--- src/rtl/alu_op_issuer.sv ---
// alu_op_issuer: drives one operation at a time into an external 3-bit
// add/subtract ALU under test and checks its result against a golden model.
// Each operation presents the operand, parity and op-code drive registers,
// holds them for SETTLE cycles, captures the ALU result for one cycle, and
// then offers the result on a valid/ready response port. A saturating counter
// tracks how many responses disagreed with the golden model.
module alu_op_issuer #(
  parameter int SETTLE = 1
) (
  input  logic       clk,
  input  logic       rst_n,

  // Request side
  input  logic       req_valid,
  output logic       req_ready,
  input  logic [1:0] req_op,
  input  logic [2:0] req_a,
  input  logic [2:0] req_b,
  input  logic       inj_par,

  // Drive to the ALU under test
  output logic       A0,
  output logic       A1,
  output logic       A2,
  output logic       B0,
  output logic       B1,
  output logic       B2,
  output logic       PAR,
  output logic       C0,
  output logic       C1,
  output logic       C2,

  // Result from the ALU under test
  input  logic       X0,
  input  logic       X1,
  input  logic       X2,
  input  logic       XC,
  input  logic       errorout,

  // Response side
  output logic       rsp_valid,
  input  logic       rsp_ready,
  output logic [2:0] rsp_sum,
  output logic       rsp_carry,
  output logic       rsp_hw_err,
  output logic       rsp_mismatch,
  output logic [7:0] err_count
);

  // Out-of-range settle lengths are clamped to the supported 1..15 window.
  localparam int         SETTLE_C  = (SETTLE < 1) ? 1 : ((SETTLE > 15) ? 15 : SETTLE);
  localparam logic [3:0] SETTLE_LD = 4'(SETTLE_C);

  // Operation codes on req_op
  localparam logic [1:0] OP_ADD = 2'b00;  // A + B
  localparam logic [1:0] OP_SUB = 2'b01;  // A - B
  localparam logic [1:0] OP_RSB = 2'b10;  // B - A
  localparam logic [1:0] OP_ILL = 2'b11;  // illegal code, ALU must flag error

  // FSM states
  localparam logic [1:0] ST_IDLE    = 2'd0;
  localparam logic [1:0] ST_SETTLE  = 2'd1;
  localparam logic [1:0] ST_CAPTURE = 2'd2;
  localparam logic [1:0] ST_RESP    = 2'd3;

  // One-hot op-code drive, returned as {C0,C1,C2}; the illegal code drives
  // no line at all so the ALU sees an invalid one-hot pattern.
  function automatic logic [2:0] op_to_c(input logic [1:0] op);
    case (op)
      OP_ADD:  return 3'b100;
      OP_SUB:  return 3'b010;
      OP_RSB:  return 3'b001;
      default: return 3'b000;
    endcase
  endfunction

  // State and counters
  logic [1:0] state_q, state_d;
  logic [3:0] cnt_q,   cnt_d;

  // ALU drive registers plus the request attributes the golden model needs
  logic [2:0] a_q,   a_d;
  logic [2:0] b_q,   b_d;
  logic [2:0] c_q,   c_d;      // {C0,C1,C2}
  logic       par_q, par_d;
  logic [1:0] op_q,  op_d;
  logic       inj_q, inj_d;

  // Captured response
  logic [2:0] rsp_sum_q,      rsp_sum_d;
  logic       rsp_carry_q,    rsp_carry_d;
  logic       rsp_hw_err_q,   rsp_hw_err_d;
  logic       rsp_mismatch_q, rsp_mismatch_d;
  logic [7:0] err_count_q,    err_count_d;

  // Golden model signals
  logic [2:0] gold_a;
  logic [2:0] gold_b;
  logic [3:0] gold_res;        // {carry, sum}
  logic [3:0] alu_res;         // {XC, X2, X1, X0}
  logic       exp_err;
  logic       mismatch;

  // Golden result and comparison against the ALU, from the held drive registers.
  always_comb begin
    // Negating a 3-bit operand modulo 8 is plain two's-complement wraparound.
    gold_a   = (op_q == OP_RSB) ? (3'd0 - a_q) : a_q;
    gold_b   = (op_q == OP_SUB) ? (3'd0 - b_q) : b_q;
    gold_res = {1'b0, gold_a} + {1'b0, gold_b};
    alu_res  = {XC, X2, X1, X0};
    exp_err  = (op_q == OP_ILL) | inj_q;
    // When an error is expected the sum/carry carry no meaning and are ignored.
    mismatch = (errorout != exp_err) | (!exp_err & (alu_res != gold_res));
  end

  // Next-state logic for the FSM, drive registers and response registers.
  always_comb begin
    // NOTE: every variable gets a hold-value default before any branch, so
    // paths that do not assign it cannot infer a latch.
    state_d        = state_q;
    cnt_d          = cnt_q;
    a_d            = a_q;
    b_d            = b_q;
    c_d            = c_q;
    par_d          = par_q;
    op_d           = op_q;
    inj_d          = inj_q;
    rsp_sum_d      = rsp_sum_q;
    rsp_carry_d    = rsp_carry_q;
    rsp_hw_err_d   = rsp_hw_err_q;
    rsp_mismatch_d = rsp_mismatch_q;
    err_count_d    = err_count_q;

    case (state_q)
      ST_IDLE: begin
        if (req_valid) begin
          a_d     = req_a;
          b_d     = req_b;
          c_d     = op_to_c(req_op);
          // Odd parity over the six operand bits, flipped on request so the
          // ALU's parity checker can be exercised.
          par_d   = ~(^{req_a, req_b}) ^ inj_par;
          op_d    = req_op;
          inj_d   = inj_par;
          cnt_d   = SETTLE_LD;
          state_d = ST_SETTLE;
        end
      end

      ST_SETTLE: begin
        if (cnt_q == 4'd1) begin
          state_d = ST_CAPTURE;
        end else begin
          cnt_d = cnt_q - 4'd1;
        end
      end

      ST_CAPTURE: begin
        rsp_sum_d      = {X2, X1, X0};
        rsp_carry_d    = XC;
        rsp_hw_err_d   = errorout;
        rsp_mismatch_d = mismatch;
        if (mismatch && (err_count_q != 8'hFF)) begin
          err_count_d = err_count_q + 8'd1;
        end
        state_d = ST_RESP;
      end

      ST_RESP: begin
        if (rsp_ready) begin
          state_d = ST_IDLE;
        end
      end

      default: state_d = ST_IDLE;
    endcase
  end

  // State registers with synchronous active-low reset.
  always_ff @(posedge clk) begin
    // NOTE: sequential state uses non-blocking assignments so every register
    // samples the pre-edge value of its inputs regardless of statement order.
    if (!rst_n) begin
      state_q        <= ST_IDLE;
      cnt_q          <= 4'd0;
      a_q            <= 3'd0;
      b_q            <= 3'd0;
      c_q            <= op_to_c(OP_ADD);
      par_q          <= 1'b1;
      op_q           <= OP_ADD;
      inj_q          <= 1'b0;
      rsp_sum_q      <= 3'd0;
      rsp_carry_q    <= 1'b0;
      rsp_hw_err_q   <= 1'b0;
      rsp_mismatch_q <= 1'b0;
      err_count_q    <= 8'd0;
    end else begin
      state_q        <= state_d;
      cnt_q          <= cnt_d;
      a_q            <= a_d;
      b_q            <= b_d;
      c_q            <= c_d;
      par_q          <= par_d;
      op_q           <= op_d;
      inj_q          <= inj_d;
      rsp_sum_q      <= rsp_sum_d;
      rsp_carry_q    <= rsp_carry_d;
      rsp_hw_err_q   <= rsp_hw_err_d;
      rsp_mismatch_q <= rsp_mismatch_d;
      err_count_q    <= err_count_d;
    end
  end

  // Handshake flags decode directly from the registered state.
  assign req_ready = (state_q == ST_IDLE);
  assign rsp_valid = (state_q == ST_RESP);

  // Drive outputs straight from registers so the ALU sees glitch-free inputs.
  assign {A2, A1, A0} = a_q;
  assign {B2, B1, B0} = b_q;
  assign {C0, C1, C2} = c_q;
  assign PAR          = par_q;

  assign rsp_sum      = rsp_sum_q;
  assign rsp_carry    = rsp_carry_q;
  assign rsp_hw_err   = rsp_hw_err_q;
  assign rsp_mismatch = rsp_mismatch_q;
  assign err_count    = err_count_q;

endmodule

--- config.mk ---
export PLATFORM = sky130hd
export DESIGN_NAME = alu_op_issuer
export DESIGN_NICKNAME = d
export VERILOG_FILES = /design/src/rtl/alu_op_issuer.sv
export SDC_FILE = /design/constraint.sdc
export NUM_CORES = 1
export LEC_CHECK = 0
export ABC_AREA = 1
export CAP_MARGIN = 15
export CORE_MARGIN = 2
export CORE_UTILIZATION = 40
export CTS_BUF_LIST = sky130_fd_sc_hd__clkbuf_2
export DETAILED_ROUTE_END_ITERATION = 10
export GPL_TIMING_DRIVEN = 0
export PLACE_DENSITY_LB_ADDON = 0.12
export SLEW_MARGIN = 0
export SYNTH_ARGS = -nofsm -noshare
export SYNTH_HDL_FRONTEND = slang
export SYNTH_SLANG_ARGS = --single-unit
--- constraint.sdc ---
create_clock -name clk -period 2.9 [get_ports clk]
set_clock_uncertainty 0.15 [all_clocks]
set_input_delay 0.58 -clock clk [delete_from_list [all_inputs] [get_ports clk]]
set_output_delay 0.58 -clock clk [all_outputs]
set_load 0.02 [all_outputs]
Word level (Yosys, flattened, before mapping)
Cells that the tools add are included.
{ "classes": {"n_addsub": 5, "mul": 0, "div": 0, "order_cmp": 0, "eq_ne": 16, "shift": 0, "mux": 10, "n_bitwise": 5, "reduce_logical": 10} }
{ "ops": {"columns": ["op", "n"], "rows": [
  ["equality test 2 bit, second input constant", 5],
  ["case mux 3 bit (3 select lines)", 1],
  ["adder 8 x 1 -> 8 bit, second input constant", 1],
  ["two-way mux 4 bit", 2],
  ["inequality test 8 bit, second input constant", 1],
  ["case mux 2 bit (4 select lines)", 1],
  ["case mux 4 bit (2 select lines)", 1],
  ["equality test 2 x 1 -> 1 bit, second input constant", 3],
  ["two-way mux 2 bit", 3],
  ["two-way mux 3 bit", 2],
  ["inequality test 2 bit, second input constant", 3],
  ["AND reduction 3 bit", 2],
  ["parity 6 bit", 1],
  ["subtractor 1 x 3 -> 3 bit, first input constant", 2],
  ["adder 3 x 3 -> 4 bit", 1],
  ["equality test 4 x 1 -> 1 bit, second input constant", 1],
  ["zero test 2 bit", 2],
  ["inequality test 4 bit", 1],
  ["AND reduction 2 bit", 2],
  ["subtractor 4 x 1 -> 4 bit, second input constant", 1],
  ["inequality test 2 x 1 -> 1 bit, second input constant", 1],
  ["OR 1 bit", 2],
  ["nonzero test 2 bit", 1],
  ["AND 1 bit", 1],
  ["5 further kinds", 5]
]} }
{ "word_totals": {"reg_bits": 33, "latchBits": 0, "mem_bits_rw": 0, "mem_bits_ro": 0, "wordCells": 59, "mem_count": 0} }

Longest topological paths before layout
Gate-level depths: netlist (run 1).
{ "logic_depth": {"word_depth": 8, "depth_mapped": 18} }

Least setup slack after synthesis (run 1)
OpenSTA, ideal clock, no wires.
{ "synth_timing": {"path_type": "register -> register", "start": "reg a_q[0]", "end": "reg err_count_q[0], in the netlist err_count[0]", "arrival_time_ps": 2287, "setup_slack_ps": 350, "path_stages_with_launch": 17, "synth_period_minus_slack_ps": 2550, "path_cell_list": "dfxtp_1 inv_1 ha_1 inv_1 o21ai_0 inv_1 fa_1 nand2_1 nand2_1 nor2_1 nand2_1 nor2_2 nand2_4 nand3_4 nand2_2 nand2_1 nor2_1"} }
{ "synth_between": {"elab_chain_cells": 8} }
{ "synth_lines": {"columns": ["item", "line", "rtl"], "rows": [
  ["start, declared", "82", "logic [2:0] a_q, a_d;"],
  ["start signal, assigned", "186", "a_q <= 3'd0;"],
  ["start signal, assigned", "200", "a_q <= a_d;"],
  ["subtractor 1 x 3 -> 3 bit", "107", "gold_a = (op_q == OP_RSB) ? (3'd0 - a_q) : a_q;"],
  ["two-way mux 3 bit (*)", "107", null],
  ["adder 3 x 3 -> 4 bit (*)", "109", "gold_res = {1'b0, gold_a} + {1'b0, gold_b};"],
  ["inequality test 4 bit (*)", "113", "mismatch = (errorout != exp_err) | (!exp_err & (alu_res != gold_res));"],
  ["AND 1 bit (*)", "113", null],
  ["OR 1 bit (*)", "113", null],
  ["logical AND 1 bit (*)", "163", "if (mismatch && (err_count_q != 8'hFF)) begin"],
  ["AND reduction 2 bit (no source line) (*)", null, null],
  ["end signal, assigned", "210", "err_count_q <= err_count_d;"],
  ["end, declared", "94", "logic [7:0] err_count_q, err_count_d;"]
]} }
Mark *: on every way between the ends. The rest lies on a longest branch, timed or not.
A chain may end at the register's enable or synchronous reset.

Final worst setup path (run 1)
{ "layout_timing": {"start": "reg a_q[1]", "end": "reg err_count_q[7], in the netlist err_count[7]"} }
The elaborated chain is that of the path after synthesis.

==> metrics.cfg, run 1 <==
[setup_path]
critPathArrivalTime_ps=2790
category_of_the_critical_setup_timing_path=reg2reg
crit_path_cell_trace=inv_1, ha_1, inv_1, o21ai_1, inv_1, fa_1, nand2_1, nand2_1, nor2_1, nand2_1, nor2_2, nand2_4, nand3_4, nand2_1, a21oi_1
r2r_setup_slack_ps=270
critical_path.reg2reg.startpoint=a_q[1]
reg2reg_to=err_count[7]
reg2reg_depth=15
critical_path.slowest_cell=sky130_fd_sc_hd__fa_1
crit_top_cell=sky130_fd_sc_hd__nand2_1
timing.critical_path.required_ps=3060
crit_path_start_kind=flop
endpoint_kind=flop
worst_path_largest_cell_delay_ps=500
critPathMaxFanout=9

[power_and_ir_drop]
intPower_w=0.001188
power.share.combinational=0.472
vdd_ir_drop_max_mv=0.3615
power_frac_seq=0.325
p_sw_frac=0.3974
power_leakage_nw=1.065
powerDensity_mw_per_mm2=811.4
netSwitchingPower_w=0.0007831
clkPwrFrac=0.202

[drt]
vias_per_cell=4.755
detailroute.via_count=1688
routed_wirelength_um=3875
drt_iter0_markers=64
remaining_number_of_nets_flagged_by_the_antenna_check_after_routing=0
detail_route.drc_violations=0
per_cell_routed_wire_length_um=10.92
detailedRoute.firstPassIterationCount=4

[global_routing]
number_of_antenna_violations_at_the_first_check_in_global_routing=0
vias_in_the_first_global_route=1539
grt.total_usage=0.1677
grt_start_max_net_pins=12
globalRoute.totalOverflow=0
global_route_wire_length_before_repair_um=6844

[flow_run]
max_cap_viol_count=0

[sta]
timing_max_transition_violations_final=0
final_min_period_over_clock_period=0.9076
clock.fmax_mhz=379.9
finalSetupTns_ps=0
setup_repair_after_global_routing_missed_its_margin=no
fin_crit_ps=2632
timing.slew.headroom=0.6629
worstMarginPinSlew_ps=505.7
final_hold_viol_count=0
setup_violations=0

[place]
dp.cells=347
gp_congestion=0.7727
dp_hpwl_um=2968
port-buffer-count=43

[cts]
cts_setup_buffers=0
cts_tree=done
worstSkewPairLatency_ps=390
cts.path.max_buffers=2
htreeDepth=2
path_clk_slew_ps=200
cts_made_buffers=5
tritoncts_num_sinks=33
root_buffer=sky130_fd_sc_hd__clkbuf_2

[logic_synthesis]
syn_inst=252
post_synthesis_instance_area_mm2=0.001843
seq_cells_post_synth=33
yosys_warnings=0
async_flop_share=0
synth_flop_cell=sky130_fd_sc_hd__dfxtp_1
yosysTopAreaCellShare=0.3585
number_of_enable_type_register_cells_in_the_synthesized_netlist=0
synth_most_common_cell=sky130_fd_sc_hd__nand2_1
yosys-top-cells-count=sky130_fd_sc_hd__nand2_1, sky130_fd_sc_hd__inv_1, sky130_fd_sc_hd__dfxtp_1
post_synthesis_sequential_area_ratio=0.3585
syn_avg_cell_area_um2=7.314
netlist.top_cell.by_area=sky130_fd_sc_hd__dfxtp_1
synth_fp_nets=283
synth_area_leaders=sky130_fd_sc_hd__dfxtp_1, sky130_fd_sc_hd__nand2_1, sky130_fd_sc_hd__ha_1, sky130_fd_sc_hd__inv_1, sky130_fd_sc_hd__a21oi_1
synth_cell_types=30

[run_status]
run_status=finished, final reports clean

[floorplanning]
core_mm2=0.004384
row_count=24
die_width_um=71.88
floorplan.die_area_mm2=0.005167
die_y_um=71.88
initial_utilization=0.4204
design.portCount=44

[final_layout]
layout-area-overhead-vs-synth_pct=31.77
antenna_diode_count=0
post_route_cells_drive_above_1_share=0.06601
finalNonFillerCells=355
final_net_count=333

[hold_path]
hold_path_startpoint=inj_q
worst_hold_path_type=reg2reg
min_delay_worst_endpoint=inj_q
worst_hold_path_depth=2

-- metal layers --
| layer | up-vias | wire [um] | global-route usage |
|---|---|---|---|
| met2 | 38 | 1731 | 0.2665 |
| met3 | 6 | 216 | 0.04641 |
| met1 | 736 | 1868 | 0.2198 |
| li1 | 908 | - | - |
| met4 | 0 | 58 | 0.05660 |
| met5 | - | 0 | 0 |
-- power by group through the flow --
stage	clock [W]	sequential, W	combinational [W]
2_1_floorplan	0	0.000732	0.000538
3_3_place_gp	0	0.000651	0.000924
3_5_place_dp	0	0.000653	0.000930
4_1_cts	0.000411	0.000642	0.000939
5_1_grt	0.000432	0.000658	0.00106
6_report	0.000399	0.000641	0.000931
-- placed cells by master, fill, tap and decap left out, types with 3 or more instances in the layout --
cell,synthesis,final
sky130_fd_sc_hd__ha_1,12,12
sky130_fd_sc_hd__a21oi_1,22,22
sky130_fd_sc_hd__a211oi_1,3,3
sky130_fd_sc_hd__inv_1,36,36
sky130_fd_sc_hd__xnor2_1,5,5
sky130_fd_sc_hd__nor2_1,28,28
sky130_fd_sc_hd__o21ai_0,17,15
sky130_fd_sc_hd__clkbuf_1,3,3
sky130_fd_sc_hd__xor2_1,7,7
sky130_fd_sc_hd__nand2_1,49,49
sky130_fd_sc_hd__nand4_1,7,7
sky130_fd_sc_hd__clkbuf_2,0,5
sky130_fd_sc_hd__o21ai_1,1,3
sky130_fd_sc_hd__nand3_1,7,7
sky130_fd_sc_hd__dfxtp_1,33,33
sky130_fd_sc_hd__clkdlybuf4s50_1,0,43
sky130_fd_sc_hd__inv_2,3,3
-- worst max path at each step --
stage                    to  slack (ps)  cells past startpoint   start
6_report       err_count[7]         270                     15  a_q[1]
5_1_grt        err_count[7]           2                     15  a_q[1]
2_1_floorplan  err_count[0]         350                     16  a_q[0]
3_5_place_dp   err_count[7]         230                     15  a_q[1]
4_1_cts        err_count[7]         140                     15  a_q[1]
3_3_place_gp   err_count[3]         260                     15  a_q[0]
-- logic make-up after synthesis --
kind of cell               count (synthesis)  synth area share
AOI/OAI and AO/OA                         48            0.1453
and+or+nand+nor                          103            0.2553
buffers and inverters                     43           0.09165
adders and majority gates                 13           0.09233
DFF                                       33            0.3585
xor gates and xnor gates                  12           0.05703
-- worst max-delay path: cells and delay by family (launching register included) --
kind	cells	cell delay, ps
simple gates	8	710
buf+inv	3	190
fa+ha+maj	2	770
compound gates	2	320
flops	1	400
-- state kept, by name, summed over array words and instances, names as in the netlist --
name	flops
err_count	8
cnt_q	4
a_q	3
b_q	3
c_q	3
rsp_sum	3
op_q	2
state_q	2
PAR	1
inj_q	1
rsp_carry	1
rsp_hw_err	1
rsp_mismatch	1
-- area by class of cell --
cell class,instances,area [um2]
fillers,434,1956
repair buffers,43,430.4
inverters,39,146.4
flip-flops and latches,33,660.6
clock buffers,5,25.02
multi-input cells,176,1013
well taps,52,65.06
clock inverters,3,65.06
plain buffers,4,22.52
-- through the flow --
step                      utilization  total power [W]  setup slack [ps]  hold WS, ps  instance area, um2
after global routing           0.5539         0.002147             2.106        348.7                2429
final                          0.5539         0.001971             267.9        313.1                2429
after CTS                      0.5539         0.001992             140.7        318.5                2429
after floorplan                     -         0.001270             349.9        279.1                1843
after global placement         0.5334         0.001575             264.7        292.0                2338
after detailed placement       0.5334         0.001582             230.9        297.7                2338
-- timing repair --
action / in CTS / in global routing
resized for setup: 0 / 2
endpoints found under the setup margin: 0 / 8
hold endpoints to repair: 0 / 0
hold buffers: 0 / 0
Power figures use the tool's default switching activity.
==> run 2, diff against run 1 <==
--- a/config.mk
+++ b/config.mk
@@ -12,5 +12,5 @@
 export CTS_BUF_LIST = sky130_fd_sc_hd__clkbuf_2
 export DETAILED_ROUTE_END_ITERATION = 10
-export GPL_TIMING_DRIVEN = 0
+export GPL_TIMING_DRIVEN = 1
 export PLACE_DENSITY_LB_ADDON = 0.12
 export SLEW_MARGIN = 0
==> constraint.sdc (replaced) <==
create_clock -name clk -period 2.9 [get_ports clk]
set_clock_uncertainty 0.15 [all_clocks]
set_input_delay 0.435 -clock clk [delete_from_list [all_inputs] [get_ports clk]]
set_output_delay 0.435 -clock clk [all_outputs]
set_load 0.02 [all_outputs]
==> run 2 against run 1 <==
Clock-buffer cell count grew 1. Highest routed layer unchanged. Final area shrank 1.7%. Worst hold slack gained 3.7 ps.
==> metrics.cfg, run 2 (synthesis gave the netlist of run 1 again) <==
[global_routing]
number_of_antenna_violations_at_the_first_check_in_global_routing=0  ; unchanged
grt_start_max_net_pins=20  ; +8
grt.total_usage=0.1673  ; -0.0004884
globalRoute.totalOverflow=0  ; unchanged
global_route_wire_length_before_repair_um=6858  ; +0.20%
vias_in_the_first_global_route=1540  ; +0.065%

[drt]
detailroute.via_count=1666  ; -1.3%
detailedRoute.firstPassIterationCount=4  ; unchanged
routed_wirelength_um=3953  ; +2.0%
per_cell_routed_wire_length_um=11.23  ; +2.9%
drt_iter0_markers=81  ; +27%
vias_per_cell=4.733  ; -0.46%
remaining_number_of_nets_flagged_by_the_antenna_check_after_routing=0  ; unchanged
detail_route.drc_violations=0  ; unchanged

[setup_path]
category_of_the_critical_setup_timing_path=reg2reg
crit_path_start_kind=flop
endpoint_kind=flop
timing.critical_path.required_ps=3050  ; about the same
worst_path_dominant_cell_family=adder cells
critical_path.slowest_cell=sky130_fd_sc_hd__fa_1
critPathMaxFanout=9  ; unchanged
crit_path_cell_trace=inv_1, ha_1, inv_1, o21ai_1, inv_1, fa_1, nand2_1, nand2_1, nor2_1, nand2_1, nor2_2, nand2_4, nand3_4, nand2_1, a21oi_1
crit_top_cell=sky130_fd_sc_hd__nand2_1
cp.buffers_inverters=3  ; unchanged
reg2reg_depth=15  ; unchanged
critPathArrivalTime_ps=2760  ; -30 ps
crit_cells=15  ; unchanged
worst_path_largest_cell_delay_ps=490  ; about the same

[cts]
cts_made_buffers=5  ; unchanged
tritoncts_num_sinks=33  ; unchanged
cts_tree=done
cts-hold-fix-buffers=0  ; unchanged
root_buffer=sky130_fd_sc_hd__clkbuf_2
path_clk_slew_ps=180  ; -20 ps
worstSkewPairLatency_ps=370  ; -20 ps
htreeDepth=2  ; unchanged
cts.path.max_buffers=2  ; unchanged

[floorplanning]
design.portCount=44  ; unchanged
row_count=24  ; unchanged
floorplan.die_area_mm2=0.005167  ; unchanged
die_y_um=71.88  ; unchanged
die_width_um=71.88  ; unchanged
initial_utilization=0.4204  ; unchanged
core_mm2=0.004384  ; unchanged

[final_layout]
layout-area-overhead-vs-synth_pct=29.53
antenna_diode_count=0  ; unchanged
post_route_cells_drive_above_1_share=0.06333  ; -0.002673
most-common-layout-cells=sky130_fd_sc_hd__nand2_1, sky130_fd_sc_hd__clkdlybuf4s50_1, sky130_fd_sc_hd__inv_1
layout_commonest_cell=sky130_fd_sc_hd__nand2_1
largest_register_ffs=8  ; unchanged
final_net_count=330  ; -0.90%

[place]
gp_congestion=0.8048  ; +4.2%
post-place-ws_ps=235.0  ; +4.139 ps
port-buffer-count=43  ; unchanged
dp_hpwl_um=2958  ; -0.35%

[power_and_ir_drop]
power_leakage_nw=1.048  ; -1.6%
power.share.combinational=0.494  ; +0.022
intPower_w=0.001100  ; -7.4%
powerDensity_mw_per_mm2=785.6  ; -3.2%
vdd_ir_drop_max_mv=0.5398  ; +49%
power_frac_seq=0.341  ; +0.016
clkPwrFrac=0.164  ; -0.038
p_sw_frac=0.4134  ; +0.01604
netSwitchingPower_w=0.0007753  ; -0.99%

[hold_path]
worst_hold_path_depth=2  ; unchanged
worst_hold_path_type=reg2reg

[sta]
timing.slew.headroom=0.6782  ; +0.01530
worstMarginPinSlew_ps=482.2  ; -23.49 ps
final_min_period_over_clock_period=0.8983  ; -0.009298
finalSetupTns_ps=0  ; unchanged
final_hold_viol_count=0  ; unchanged
setup_repair_after_global_routing_missed_its_margin=no
fin_ws_ps=294.8  ; +26.96 ps
timing_max_transition_violations_final=0  ; unchanged
setup_violations=0  ; unchanged
clock.fmax_mhz=383.9  ; +1.0%
fin_crit_ps=2605  ; -26.96 ps

[run_status]
run_status=finished, final reports clean

[flow_run]
max_cap_viol_count=0  ; unchanged

run 2: cell types whose count changed in the layout (fill, tap and decap cells not counted), sizes merged:
cell	change
clkbuf	-2
bufinv	-1
run 2: final timing paths:
path / start / to / slack, ps
setup / recovery: a_q[1] / err_count[6] / 290
hold / removal: inj_q / inj_q / 320
setup reg to reg: a_q[1] / err_count[6] / 290
hold reg to reg: inj_q / inj_q / 320
run 2: worst reg2reg max path, stage by stage, from the launching register on:
cell	delay [ps]
sky130_fd_sc_hd__dfxtp_1	400
sky130_fd_sc_hd__inv_1	70
sky130_fd_sc_hd__ha_1	270
sky130_fd_sc_hd__inv_1	30
sky130_fd_sc_hd__o21ai_1	200
sky130_fd_sc_hd__inv_1	90
sky130_fd_sc_hd__fa_1	490
sky130_fd_sc_hd__nand2_1	80
sky130_fd_sc_hd__nand2_1	50
sky130_fd_sc_hd__nor2_1	100
sky130_fd_sc_hd__nand2_1	70
sky130_fd_sc_hd__nor2_2	120
sky130_fd_sc_hd__nand2_4	100
sky130_fd_sc_hd__nand3_4	130
sky130_fd_sc_hd__nand2_1	70
sky130_fd_sc_hd__a21oi_1	120
run 2: cell type report:
class / count / area, um2
Multi-Input combinational cell: 176 / 1013
Inverter: 39 / 146.4
Clock buffer: 6 / 30.03
Tap cell: 52 / 65.06
Clock inverter: 2 / 33.78
Timing Repair Buffer: 44 / 437.9
Sequential cell: 33 / 660.6
Fill cell: 461 / 1997
run 2: what timing repair did:
action,4_1_cts,5_1_grt
buffers inserted,0,0
resized for setup,0,2
setup endpoints to repair,0,8
run 2: stage by stage:
stage / hold slack (ps) / total power, W / instances / area (um2) / utilization
2_1_floorplan: 279.1 / 0.001270 / 252 / 1843 / -
3_3_place_gp: 291.2 / 0.001566 / 344 / 2323 / 0.5300
3_5_place_dp: 301.1 / 0.001582 / 344 / 2323 / 0.5300
4_1_cts: 322.1 / 0.001895 / 352 / 2387 / 0.5445
5_1_grt: 351.7 / 0.002052 / 352 / 2387 / 0.5445
6_report: 316.9 / 0.001875 / 352 / 2387 / 0.5445
run 2: metal layers:
| metal | GRT usage | wire, um | vias up |
|---|---|---|---|
| met5 | 0 | 0 | - |
| met4 | 0.05660 | 41 | 0 |
| met3 | 0.03797 | 198 | 4 |
| met2 | 0.2562 | 1731 | 37 |
| met1 | 0.2324 | 1981 | 726 |
| li1 | - | - | 899 |
run 2: power groups by stage:
| stage | clock (W) | combinational (W) | sequential [W] |
|---|---|---|---|
| after floorplan | 0 | 0.000538 | 0.000732 |
| after global placement | 0 | 0.000916 | 0.000650 |
| after detailed placement | 0 | 0.000930 | 0.000652 |
| after CTS | 0.000317 | 0.000936 | 0.000642 |
| after global routing | 0.000337 | 0.00106 | 0.000656 |
| final | 0.000308 | 0.000927 | 0.000640 |
==> run 3, diff against run 2 <==
- CTS_CLUSTER_SIZE: default -> 10
==> results of run 3 <==
Same layout as run 2: the final DEF is identical, and so are final timing and power.
